==> config.mk <==
export PLATFORM = sky130hd
export DESIGN_NAME = enc_round_sequencer_flat
export DESIGN_NICKNAME = d
export VERILOG_FILES = /design/src/rtl/enc_pkg.sv /design/src/rtl/enc_round_sequencer_if.sv /design/src/rtl/enc_round_sequencer_stage_port_mux.sv /design/src/rtl/enc_round_sequencer.sv /design/src/flat_wrapper.sv
export SDC_FILE = /design/constraint.sdc
export NUM_CORES = 1
export LEC_CHECK = 0
export CELL_PAD_IN_SITES_DETAIL_PLACEMENT = 1
export CELL_PAD_IN_SITES_GLOBAL_PLACEMENT = 2
export CORE_ASPECT_RATIO = 2
export CORE_MARGIN = 2
export CORE_UTILIZATION = 18
export DETAILED_ROUTE_END_ITERATION = 6
export PLACE_DENSITY_LB_ADDON = 0.15
export SLEW_MARGIN = 0
export SYNTH_ARGS = -nofsm -noshare
export SYNTH_HDL_FRONTEND = slang
export SYNTH_SLANG_ARGS = --single-unit
export TNS_END_PERCENT = 1
==> constraint.sdc <==
create_clock -name clk -period 3.8 [get_ports clk]
set_clock_uncertainty 0.2 [all_clocks]
set_input_delay 0.38 -clock clk [delete_from_list [all_inputs] [get_ports clk]]
set_output_delay 0.38 -clock clk [all_outputs]
set_load 0.05 [all_outputs]
==> src/rtl/enc_pkg.sv <==
`default_nettype none
// ============================================================================
// Module      : enc_pkg
// Description : Shared definitions for the matrix-encoder round sequencer:
//               state-memory geometry, index widths, FSM state encoding and
//               a one-hot decode helper.
// Revision    : 1.0 - initial release
// ============================================================================
package enc_pkg;

  localparam int NUM_LINES   = 64;                  // state memory depth
  localparam int LINE_W      = 25;                  // state memory line width
  localparam int ADDR_W      = $clog2(NUM_LINES);   // 6-bit line address
  localparam int STAGE_IDX_W = 3;                   // width of stage_idx
  localparam int ROUND_IDX_W = 5;                   // width of round_idx
  localparam int MAX_STAGES  = 1 << STAGE_IDX_W;    // largest stage count a 3-bit index can address

  typedef enum logic [2:0] {
    ST_IDLE   = 3'd0,
    ST_LAUNCH = 3'd1,
    ST_WAIT   = 3'd2,
    ST_NEXT   = 3'd3,
    ST_FINISH = 3'd4
  } seq_state_e;

  // Decode a stage index into a one-hot vector wide enough for any index;
  // callers size-cast the result down to their own stage count.
  function automatic logic [MAX_STAGES-1:0] onehot(input logic [STAGE_IDX_W-1:0] idx);
    logic [MAX_STAGES-1:0] v;
    v      = '0;
    v[idx] = 1'b1;
    return v;
  endfunction

endpackage
`default_nettype wire

==> src/rtl/enc_round_sequencer_if.sv <==
`default_nettype none
// ============================================================================
// Module      : enc_round_sequencer_if
// Description : Bundle of host handshake, per-stage handshake/memory request
//               and shared memory grant signals around the round sequencer.
//   master : the sequencer (drives busy/done/stage_start/mem_*/status)
//   slave  : the environment (host + stage blocks)
//   start/busy/done          host handshake
//   stage_start/stage_done   per-stage one-hot handshake
//   stage_addr/we/wdata      per-stage memory requests (packed by stage)
//   mem_addr/we/wdata        granted shared memory port
//   round_idx/stage_idx      progress indices
//   proto_err/timeout        sticky status flags
// Revision    : 1.0 - initial release
// ============================================================================
interface enc_round_sequencer_if
  import enc_pkg::*;
#(
  parameter int NUM_STAGES = 5
);
  logic                           start;
  logic                           busy;
  logic                           done;
  logic [NUM_STAGES-1:0]          stage_start;
  logic [NUM_STAGES-1:0]          stage_done;
  logic [NUM_STAGES*ADDR_W-1:0]   stage_addr;
  logic [NUM_STAGES-1:0]          stage_we;
  logic [NUM_STAGES*LINE_W-1:0]   stage_wdata;
  logic [ADDR_W-1:0]              mem_addr;
  logic                           mem_we;
  logic [LINE_W-1:0]              mem_wdata;
  logic [ROUND_IDX_W-1:0]         round_idx;
  logic [STAGE_IDX_W-1:0]         stage_idx;
  logic                           proto_err;
  logic                           timeout;

  modport master (
    input  start, stage_done, stage_addr, stage_we, stage_wdata,
    output busy, done, stage_start, mem_addr, mem_we, mem_wdata,
           round_idx, stage_idx, proto_err, timeout
  );

  modport slave (
    output start, stage_done, stage_addr, stage_we, stage_wdata,
    input  busy, done, stage_start, mem_addr, mem_we, mem_wdata,
           round_idx, stage_idx, proto_err, timeout
  );
endinterface
`default_nettype wire

==> src/rtl/enc_round_sequencer_stage_port_mux.sv <==
`default_nettype none
// ============================================================================
// Module      : stage_port_mux
// Description : Combinational grant of the shared state-memory port to one
//               stage. With grant_valid low, or no stage selected, the port
//               is driven to all zeros so no stray write can occur.
//   stage_sel    in   index of the active stage
//   grant_valid  in   port may be granted this cycle
//   stage_addr   in   per-stage addresses, stage i at [i*ADDR_W +: ADDR_W]
//   stage_we     in   per-stage write enables
//   stage_wdata  in   per-stage write data, stage i at [i*LINE_W +: LINE_W]
//   mem_addr/mem_we/mem_wdata  out  granted memory port
// Revision    : 1.0 - initial release
// ============================================================================
module stage_port_mux
  import enc_pkg::*;
#(
  parameter int NUM_STAGES = 5
) (
  input  logic [STAGE_IDX_W-1:0]        stage_sel,
  input  logic                          grant_valid,
  input  logic [NUM_STAGES*ADDR_W-1:0]  stage_addr,
  input  logic [NUM_STAGES-1:0]         stage_we,
  input  logic [NUM_STAGES*LINE_W-1:0]  stage_wdata,
  output logic [ADDR_W-1:0]             mem_addr,
  output logic                          mem_we,
  output logic [LINE_W-1:0]             mem_wdata
);

  always_comb begin
    mem_addr  = '0;
    mem_we    = 1'b0;
    mem_wdata = '0;
    for (int i = 0; i < NUM_STAGES; i++) begin
      if (grant_valid && (int'(stage_sel) == i)) begin
        mem_addr  = stage_addr[i*ADDR_W +: ADDR_W];
        mem_we    = stage_we[i];
        mem_wdata = stage_wdata[i*LINE_W +: LINE_W];
      end
    end
  end

endmodule
`default_nettype wire

==> src/rtl/enc_round_sequencer.sv <==
`default_nettype none
// ============================================================================
// Module      : enc_round_sequencer
// Description : Top-level scheduler for the matrix encoder. Launches each
//               stage block in order with a one-cycle start pulse, waits for
//               its done, and repeats for NUM_ROUNDS rounds. The shared
//               state memory port is granted to the active stage only.
//   clk  in   clock, rising edge
//   rst  in   synchronous active-low reset
//   bus  master side of enc_round_sequencer_if (host handshake, stage
//        handshakes, memory grant, indices and status flags)
// Build option: define STAGE_TIMEOUT_EN to add a per-stage watchdog that
//               aborts a stuck stage after TIMEOUT_CYCLES WAIT cycles and
//               raises the sticky timeout flag.
// Revision    : 1.0 - initial release
// ============================================================================
module enc_round_sequencer
  import enc_pkg::*;
#(
  parameter int NUM_STAGES     = 5,
  parameter int NUM_ROUNDS     = 24,
  parameter int TIMEOUT_CYCLES = 256
) (
  input  logic                   clk,
  input  logic                   rst,
  enc_round_sequencer_if.master  bus
);

  seq_state_e               state_q, state_d;
  logic [STAGE_IDX_W-1:0]   stage_idx_q, stage_idx_d;
  logic [ROUND_IDX_W-1:0]   round_idx_q, round_idx_d;
  logic                     busy_q, busy_d;
  logic                     done_q, done_d;
  logic                     proto_err_q, proto_err_d;
  logic                     timeout_q, timeout_d;
  logic [NUM_STAGES-1:0]    stage_start_q, stage_start_d;

  logic [NUM_STAGES-1:0]    active_mask;
  logic                     active_done;
  logic                     wd_expired;
  logic                     grant_valid;

  assign active_mask = NUM_STAGES'(onehot(stage_idx_q));
  assign active_done = |(bus.stage_done & active_mask);
  assign grant_valid = (state_q == ST_LAUNCH) || (state_q == ST_WAIT);

`ifdef STAGE_TIMEOUT_EN
  localparam int WD_W = (TIMEOUT_CYCLES > 2) ? $clog2(TIMEOUT_CYCLES) : 1;

  logic [WD_W-1:0] wd_cnt_q, wd_cnt_d;

  // Counter reads 0 in the first WAIT cycle, so expiry lands on the
  // TIMEOUT_CYCLES-th WAIT cycle.
  assign wd_expired = (state_q == ST_WAIT) && (wd_cnt_q == WD_W'(TIMEOUT_CYCLES - 1));

  always_comb begin
    wd_cnt_d = wd_cnt_q;
    if (state_q == ST_LAUNCH) begin
      wd_cnt_d = '0;
    end else if ((state_q == ST_WAIT) && !wd_expired) begin
      wd_cnt_d = wd_cnt_q + 1'b1;
    end
  end

  always_ff @(posedge clk) begin
    if (!rst) begin
      wd_cnt_q <= '0;
    end else begin
      wd_cnt_q <= wd_cnt_d;
    end
  end
`else
  assign wd_expired = 1'b0;
`endif

  always_comb begin
    state_d     = state_q;
    stage_idx_d = stage_idx_q;
    round_idx_d = round_idx_q;
    proto_err_d = proto_err_q;
    timeout_d   = timeout_q;

    // Any done from a stage other than the active one is a protocol error.
    // It is only flagged; sequencing carries on regardless.
    if (busy_q && |(bus.stage_done & ~active_mask)) begin
      proto_err_d = 1'b1;
    end

    case (state_q)
      ST_IDLE: begin
        if (bus.start) begin
          state_d     = ST_LAUNCH;
          stage_idx_d = '0;
          round_idx_d = '0;
          proto_err_d = 1'b0;
          timeout_d   = 1'b0;
        end
      end
      ST_LAUNCH: begin
        state_d = ST_WAIT;
      end
      ST_WAIT: begin
        // A done arriving on the expiry cycle takes precedence.
        if (active_done) begin
          state_d = ST_NEXT;
        end else if (wd_expired) begin
          timeout_d = 1'b1;
          state_d   = ST_FINISH;
        end
      end
      ST_NEXT: begin
        if (stage_idx_q == STAGE_IDX_W'(NUM_STAGES - 1)) begin
          stage_idx_d = '0;
          if (round_idx_q == ROUND_IDX_W'(NUM_ROUNDS - 1)) begin
            state_d = ST_FINISH;
          end else begin
            round_idx_d = round_idx_q + 1'b1;
            state_d     = ST_LAUNCH;
          end
        end else begin
          stage_idx_d = stage_idx_q + 1'b1;
          state_d     = ST_LAUNCH;
        end
      end
      ST_FINISH: begin
        state_d = ST_IDLE;
      end
      default: begin
        state_d = ST_IDLE;
      end
    endcase

    // Outputs are decoded from the next state so that, once registered,
    // they line up exactly with the state they describe.
    busy_d        = (state_d != ST_IDLE);
    done_d        = (state_d == ST_FINISH);
    stage_start_d = (state_d == ST_LAUNCH) ? NUM_STAGES'(onehot(stage_idx_d)) : '0;
  end

  always_ff @(posedge clk) begin
    if (!rst) begin
      state_q       <= ST_IDLE;
      stage_idx_q   <= '0;
      round_idx_q   <= '0;
      busy_q        <= 1'b0;
      done_q        <= 1'b0;
      stage_start_q <= '0;
      proto_err_q   <= 1'b0;
      timeout_q     <= 1'b0;
    end else begin
      state_q       <= state_d;
      stage_idx_q   <= stage_idx_d;
      round_idx_q   <= round_idx_d;
      busy_q        <= busy_d;
      done_q        <= done_d;
      stage_start_q <= stage_start_d;
      proto_err_q   <= proto_err_d;
      timeout_q     <= timeout_d;
    end
  end

  stage_port_mux #(
    .NUM_STAGES (NUM_STAGES)
  ) u_stage_port_mux (
    .stage_sel   (stage_idx_q),
    .grant_valid (grant_valid),
    .stage_addr  (bus.stage_addr),
    .stage_we    (bus.stage_we),
    .stage_wdata (bus.stage_wdata),
    .mem_addr    (bus.mem_addr),
    .mem_we      (bus.mem_we),
    .mem_wdata   (bus.mem_wdata)
  );

  assign bus.busy        = busy_q;
  assign bus.done        = done_q;
  assign bus.stage_start = stage_start_q;
  assign bus.round_idx   = round_idx_q;
  assign bus.stage_idx   = stage_idx_q;
  assign bus.proto_err   = proto_err_q;
  assign bus.timeout     = timeout_q;

endmodule
`default_nettype wire

==> src/flat_wrapper.sv <==
// flat-port wrapper written by rule: the top's interface ports become plain ports
module enc_round_sequencer_flat import enc_pkg::*;
#(
  parameter int NUM_STAGES     = 5,
  parameter int NUM_ROUNDS     = 24,
  parameter int TIMEOUT_CYCLES = 256
)
  (clk, rst, bus_start, bus_stage_done, bus_stage_addr, bus_stage_we, bus_stage_wdata, bus_busy, bus_done, bus_stage_start, bus_mem_addr, bus_mem_we, bus_mem_wdata, bus_round_idx, bus_stage_idx, bus_proto_err, bus_timeout);
  enc_round_sequencer_if #(.NUM_STAGES(NUM_STAGES)) bus_i ();
  input  logic clk;
  input  logic rst;
  input wire logic [$bits(bus_i.start)-1:0] bus_start;
  input wire logic [$bits(bus_i.stage_done)-1:0] bus_stage_done;
  input wire logic [$bits(bus_i.stage_addr)-1:0] bus_stage_addr;
  input wire logic [$bits(bus_i.stage_we)-1:0] bus_stage_we;
  input wire logic [$bits(bus_i.stage_wdata)-1:0] bus_stage_wdata;
  output wire logic [$bits(bus_i.busy)-1:0] bus_busy;
  output wire logic [$bits(bus_i.done)-1:0] bus_done;
  output wire logic [$bits(bus_i.stage_start)-1:0] bus_stage_start;
  output wire logic [$bits(bus_i.mem_addr)-1:0] bus_mem_addr;
  output wire logic [$bits(bus_i.mem_we)-1:0] bus_mem_we;
  output wire logic [$bits(bus_i.mem_wdata)-1:0] bus_mem_wdata;
  output wire logic [$bits(bus_i.round_idx)-1:0] bus_round_idx;
  output wire logic [$bits(bus_i.stage_idx)-1:0] bus_stage_idx;
  output wire logic [$bits(bus_i.proto_err)-1:0] bus_proto_err;
  output wire logic [$bits(bus_i.timeout)-1:0] bus_timeout;
  assign bus_i.start = bus_start;
  assign bus_i.stage_done = bus_stage_done;
  assign bus_i.stage_addr = bus_stage_addr;
  assign bus_i.stage_we = bus_stage_we;
  assign bus_i.stage_wdata = bus_stage_wdata;
  assign bus_busy = bus_i.busy;
  assign bus_done = bus_i.done;
  assign bus_stage_start = bus_i.stage_start;
  assign bus_mem_addr = bus_i.mem_addr;
  assign bus_mem_we = bus_i.mem_we;
  assign bus_mem_wdata = bus_i.mem_wdata;
  assign bus_round_idx = bus_i.round_idx;
  assign bus_stage_idx = bus_i.stage_idx;
  assign bus_proto_err = bus_i.proto_err;
  assign bus_timeout = bus_i.timeout;
  enc_round_sequencer #(.NUM_STAGES(NUM_STAGES), .NUM_ROUNDS(NUM_ROUNDS), .TIMEOUT_CYCLES(TIMEOUT_CYCLES)) u_core (.clk(clk), .rst(rst), .bus(bus_i));
endmodule
Word level (Yosys, flattened, before mapping)
Cells that the tools add are included.
{ "op_classes": {"add_sub_neg": 2, "n_lt_le_gt_ge": 4, "n_reduce_logical": 17, "n_bitwise": 3, "mux": 34, "eq_ne": 14} }
{ "ops": {"columns": ["cell", "count"], "rows": [
  ["25-bit 2-to-1 mux", 5],
  ["6-bit 2-to-1 mux", 5],
  ["3-bit 2-to-1 mux", 6],
  ["3-bit equality test (second input constant)", 5],
  ["5-bit 2-to-1 mux", 3],
  ["3-bit case mux with 4 select lines", 1],
  ["5-bit bitwise AND", 2],
  ["1-bit 2-to-1 mux", 10],
  ["5-bit case mux with 2 select lines", 1],
  ["5-bit OR reduction", 2],
  ["3-bit by 2-bit equality test with 1-bit output (second input constant)", 3],
  ["1-bit logical AND", 8],
  ["3-bit by 4-bit < comparator with 1-bit output (second input constant)", 2],
  ["1-bit demux with 3-bit select", 2],
  ["3-bit by 1-bit equality test with 1-bit output (second input constant)", 2],
  ["3-bit by 1-bit greater-or-equal comparator with 1-bit output (second input constant)", 2],
  ["3-bit zero test", 2],
  ["3-bit case mux with 2 select lines", 1],
  ["5-bit by 1-bit adder with 5-bit output (second input constant)", 1],
  ["5-bit equality test (second input constant)", 1],
  ["5-bit NOT", 1],
  ["2-bit != test (second input constant)", 2],
  ["4-bit AND reduction", 1],
  ["3-bit by 1-bit adder with 3-bit output (second input constant)", 1],
  ["other kinds (5)", 5]
]} }
{ "totals": {"reg_bits": 19, "word_cells": 81, "output_inout_bits": 49} }

Longest topological paths before layout
{ "depth": {"word_depth": 11, "depth_mapped": 9, "mapped_depth_nobuf": 6} }

Hierarchy
From an unflattened synthesis, not the netlist that was laid out.
{ "unflattened": {"cells_unflattened": 257, "area_unflattened_um2": 2508.7} }
{ "by_module_without_submodules": {"columns": ["mod", "instances", "area_per_inst_um2", "cells_per_inst", "seq_area_each_um2"], "rows": [
  ["stage_port_mux", 1, 1525.2, 148, 0.0],
  ["enc_round_sequencer", 1, 983.4, 109, 380.4]
]} }

Least setup slack after synthesis
No wires, ideal clock.
{ "synth_path": {"path_type": "reg-to-output", "startpoint": "register u_core.stage_idx_q[0] (netlist: u_core.bus.stage_idx[0])", "endpoint": "output port bus_mem_addr[4]", "t_required_ps": 3220, "path_slack_ps": 225, "stages_incl_launch_ff": 8, "t_arrival_ps": 2995, "path_buffers": 2, "path_cell_list": "dfxtp_1 > clkbuf_1 > inv_1 > ha_1 > a21oi_1 > nor3_2 > buf_2 > o31ai_1"} }
{ "synth_via": {"elab_chain_cells": 7, "word_cells_on_any_way": 15} }
{ "synth_lines": {"columns": ["element", "line", "rtl"], "rows": [
  ["start, declared", "enc_round_sequencer.sv:30", "logic [STAGE_IDX_W-1:0] stage_idx_q, stage_idx_d;"],
  ["start signal, assigned", "enc_round_sequencer.sv:152", "stage_idx_q <= stage_idx_d;"],
  ["3-bit zero test", "enc_round_sequencer_stage_port_mux.sv:35", "if (grant_valid && (int'(stage_sel) == i)) begin"],
  ["1-bit logical AND", "enc_round_sequencer_stage_port_mux.sv:35", null],
  ["6-bit 2-to-1 mux (4 in a row)", "enc_round_sequencer_stage_port_mux.sv:35", null],
  ["6-bit 2-to-1 mux *", "enc_round_sequencer_stage_port_mux.sv:35", null],
  ["end, declared", "flat_wrapper.sv:20", "output wire logic [$bits(bus_i.mem_addr)-1:0] bus_mem_addr;"]
]} }
Every way passes the cells marked *; elsewhere a longest branch is shown, timed or not.

Worst setup path after layout
{ "layout_path": {"startpoint": "register u_core.stage_idx_q[1] (netlist: u_core.bus.stage_idx[1])", "endpoint": "output port bus_mem_addr[5]"} }
The elaborated chain is that of the path after synthesis.

==> results <==
-- placed cells by master (no fill, tap or decap), types with 4 or more instances in the layout --
cell type,count
dfxtp_1,19
clkdlybuf4s50_1,183
o31ai_1,5
buf_4,10
nor2_1,37
nor3_1,7
o31ai_2,30
ha_1,6
a22oi_1,32
o21ai_0,5
nand2_1,6
a21oi_1,10
a221oi_2,30
inv_1,4
buf_12,34
-- stage by stage --
stage | setup slack (ns) | power (uW)
finish | 0.454 | 1850
global route | 0.243 | 1930
CTS | 0.377 | 1870
detailed placement | 0.652 | 1640
global placement | 0.704 | 1630
floorplan | 0.225 | 977
-- tightest hold or removal path, delay by kind of cell, from the launching register on --
kind | cells | cell delay [ns]
AO/OA/AOI/OAI | 2 | 0.13
flip-flops | 1 | 0.33
-- registers in the layout, summed over array words and instances, names as in the netlist --
name                    cells
u_core.bus.done             1
u_core.bus.proto_err        1
u_core.bus.stage_start      5
u_core.bus.busy             1
u_core.bus.stage_idx        3
u_core.state_q              3
u_core.bus.round_idx        5
-- routing by layer --
layer,global-route usage,wire length (um),up-vias
met1,0.175,4680,1501
met5,0,0,-
met4,0.0698,436,0
li1,-,-,1516
met2,0.362,8050,147
met3,0.0406,1120,20
-- cells by family (layout without fill, tap and decap cells) --
logic type | after synthesis | count (layout)
flops | 19 | 19
simple gates | 84 | 84
other cells | 1 | 3
buf+inv | 37 | 235
compound gates | 125 | 125
xor+xnor | 2 | 2
fa+ha+maj | 6 | 6
mux | 1 | 1
-- how the worst min path moves through the flow --
stage / startpoint / to / slack, ns / cells past startpoint
after global routing: u_core.bus.round_idx[4] / u_core.bus.round_idx[4] / 0.34 / 2
after CTS: u_core.bus.round_idx[4] / u_core.bus.round_idx[4] / 0.32 / 2
after floorplan: bus_start / u_core.bus.busy / 0.30 / 2
after global placement: u_core.bus.round_idx[3] / u_core.bus.round_idx[3] / 0.30 / 2
after detailed placement: u_core.bus.round_idx[4] / u_core.bus.round_idx[4] / 0.31 / 2
final: u_core.bus.round_idx[4] / u_core.bus.round_idx[4] / 0.32 / 2
-- power breakdown --
part,switching [uW],internal [uW],leakage [uW]
Sequential,26.7,211,0.000154
Combinational,684,698,0.00160
Clock,87.2,142,0.0000409
-- cell type report --
class,count,area (sq um),area share
timing repair buffer,227,2590,0.494
clock buffer,3,75.1,0.0143
antenna,2,5.00,0.000955
tap,189,236,0.0451
inverter,4,15.0,0.00287
multi-input combinational,219,1940,0.369
clock inverter,1,5.00,0.000955
sequential,19,380,0.0726
==> impl_metrics.py <==
metrics = {
    "outcome": {
        "status": "complete, no violations",
    },
    "global_routing": {
        "grt_first_pass_wirelength_mm": 20.7,
        "grt_pass1_vias": 3371,
        "grt_antenna_before_repair": 2,
        "grt_overflow": 0,
        "grt_max_degree": 32,
        "track_usage": 0.183,
    },
    "power": {
        "power_density_nw_per_um2": 353,
        "peakVddDrop_mv": 0.287,
        "p_leak_uw": 0.00180,
    },
    "synth": {
        "synth_top_area_share": 0.177,
        "synthAdderAreaFrac": 0.0295,
        "avgSynthCellArea_sq_um": 9.25,
        "ys_ff_latch": 19,
        "yosys_warnings": 0,
        "syn_inst": 275,
        "ys_types": 53,
        "synth_top_family_by_area": "compound AO/OA/AOI/OAI gates",
        "syn-num-nets": 449,
        "muxShareOfSynthArea": 0.00886,
        "synth_compound_area_frac": 0.505,
        "yosys-top-cells-count": "nor2_1 (37), a22oi_1 (32), a221oi_2 (30), o31ai_2 (30), dfxtp_1 (19)",
        "synth.area.top_cells": "a221oi_2 (18%), dfxtp_1 (15%), o31ai_2 (15%), a22oi_1 (9.4%), nor2_1 (5.5%)",
        "yosys.area_share.simple": 0.193,
        "synth_edf_count": 0,
        "ys_seq_area_frac": 0.150,
        "synthXorXnorAreaFrac": 0.0172,
        "yosysMostFrequentCell": "nor2_1",
        "postSynth.asyncResetShare": 0,
        "synth_ff_type": "dfxtp_1",
        "syn_area_sq_um": 2540,
        "yosysTopAreaCell": "a221oi_2",
    },
    "setup_path": {
        "cp.arrival_ns": 2.77,
        "cp_max_fo": 20,
        "cp-endpoint": "bus_mem_addr[5]",
        "crit_required_ns": 3.22,
        "endpoint_kind": "output pin",
        "cp_slowest_cell": "nor3_4",
        "path_buf_inv": 2,
        "critical_path.top_delay_family": "simple AND/OR/NAND/NOR gates",
        "startpoint": "u_core.bus.stage_idx[1]",
        "start_kind": "register",
        "path_depth": 7,
        "max_stage_delay_ns": 0.64,
        "r2r_start": "u_core.bus.round_idx[0]",
        "reg2reg_slack_ns": 1.51,
        "crit_path_cell_trace": "ha_1, ha_1, a21oi_1, nor3_4, buf_4, o31ai_1, buf_12",
        "crit_type": "register to output pin",
        "timing.rr.end": "u_core.bus.round_idx[0]",
        "reg2reg_depth": 5,
        "crit_path_frequent_cell": "ha_1",
    },
    "routing": {
        "viasPerCell": 4.80,
        "drt_iter0_drc": 82,
        "wl_per_cell_um": 21.5,
        "vias": 3184,
        "drc": 0,
        "first_pass_iters": 4,
        "antenna_left": 0,
        "wl_mm": 14.3,
    },
    "timing": {
        "rsz0062_at_grt": "false",
        "finalHoldWorstSlack_ns": 0.315,
        "fmax_ghz": 0.299,
        "final_max_slew_viol_count": 0,
        "tightest_slew_ns": 0.814,
        "final-hold-violation-count": 0,
        "relSlewSlack": 0.456,
        "finalCriticalPeriod_ns": 3.35,
        "finalSetupViolCount": 0,
        "fin_crit_sh": 0.880,
        "fin_tns_setup_ns": 0,
    },
    "clock_tree": {
        "hold_buffers": 0,
        "cts_tree": "yes",
        "htreeDepth": 1,
        "cts-root-buf": "clkbuf_16",
        "clk_pin_slew_ns": 0.06,
        "clock-sinks": 19,
        "cts_buffer_depth": 2,
        "clock_latency_ns": 0.26,
        "post_cts_resized": 0,
        "cts_buffers": 3,
        "post_cts.repair.setup_buffers": 0,
    },
    "layout": {
        "final_area_sq_um": 5240,
        "fill_cells": 1569,
        "final_core_util": 0.377,
        "syn2layout_area_growth_pct": 106,
        "final_cells": 664,
        "drive_gt1_frac": 0.256,
        "layout.nets": 648,
    },
    "die": {
        "coreArea_sq_um": 13900,
        "die_width_um": 88.0,
        "die_y_um": 172,
        "io_pins": 217,
        "rows": 61,
        "start_util": 0.183,
        "fp.dieArea_sq_um": 15100,
    },
    "place": {
        "post-dp-hpwl_mm": 12.0,
        "gp_congestion": 0.825,
        "placed_cell_area_sq_um": 5150,
        "io_buffers": 215,
        "dp_cells": 658,
    },
    "worst_hold_path": {
        "hp-class": "register to register",
    },
    "run": {
        "drv_cap": 0,
    },
}
No activity file was read; power rests on OpenSTA's default activity.
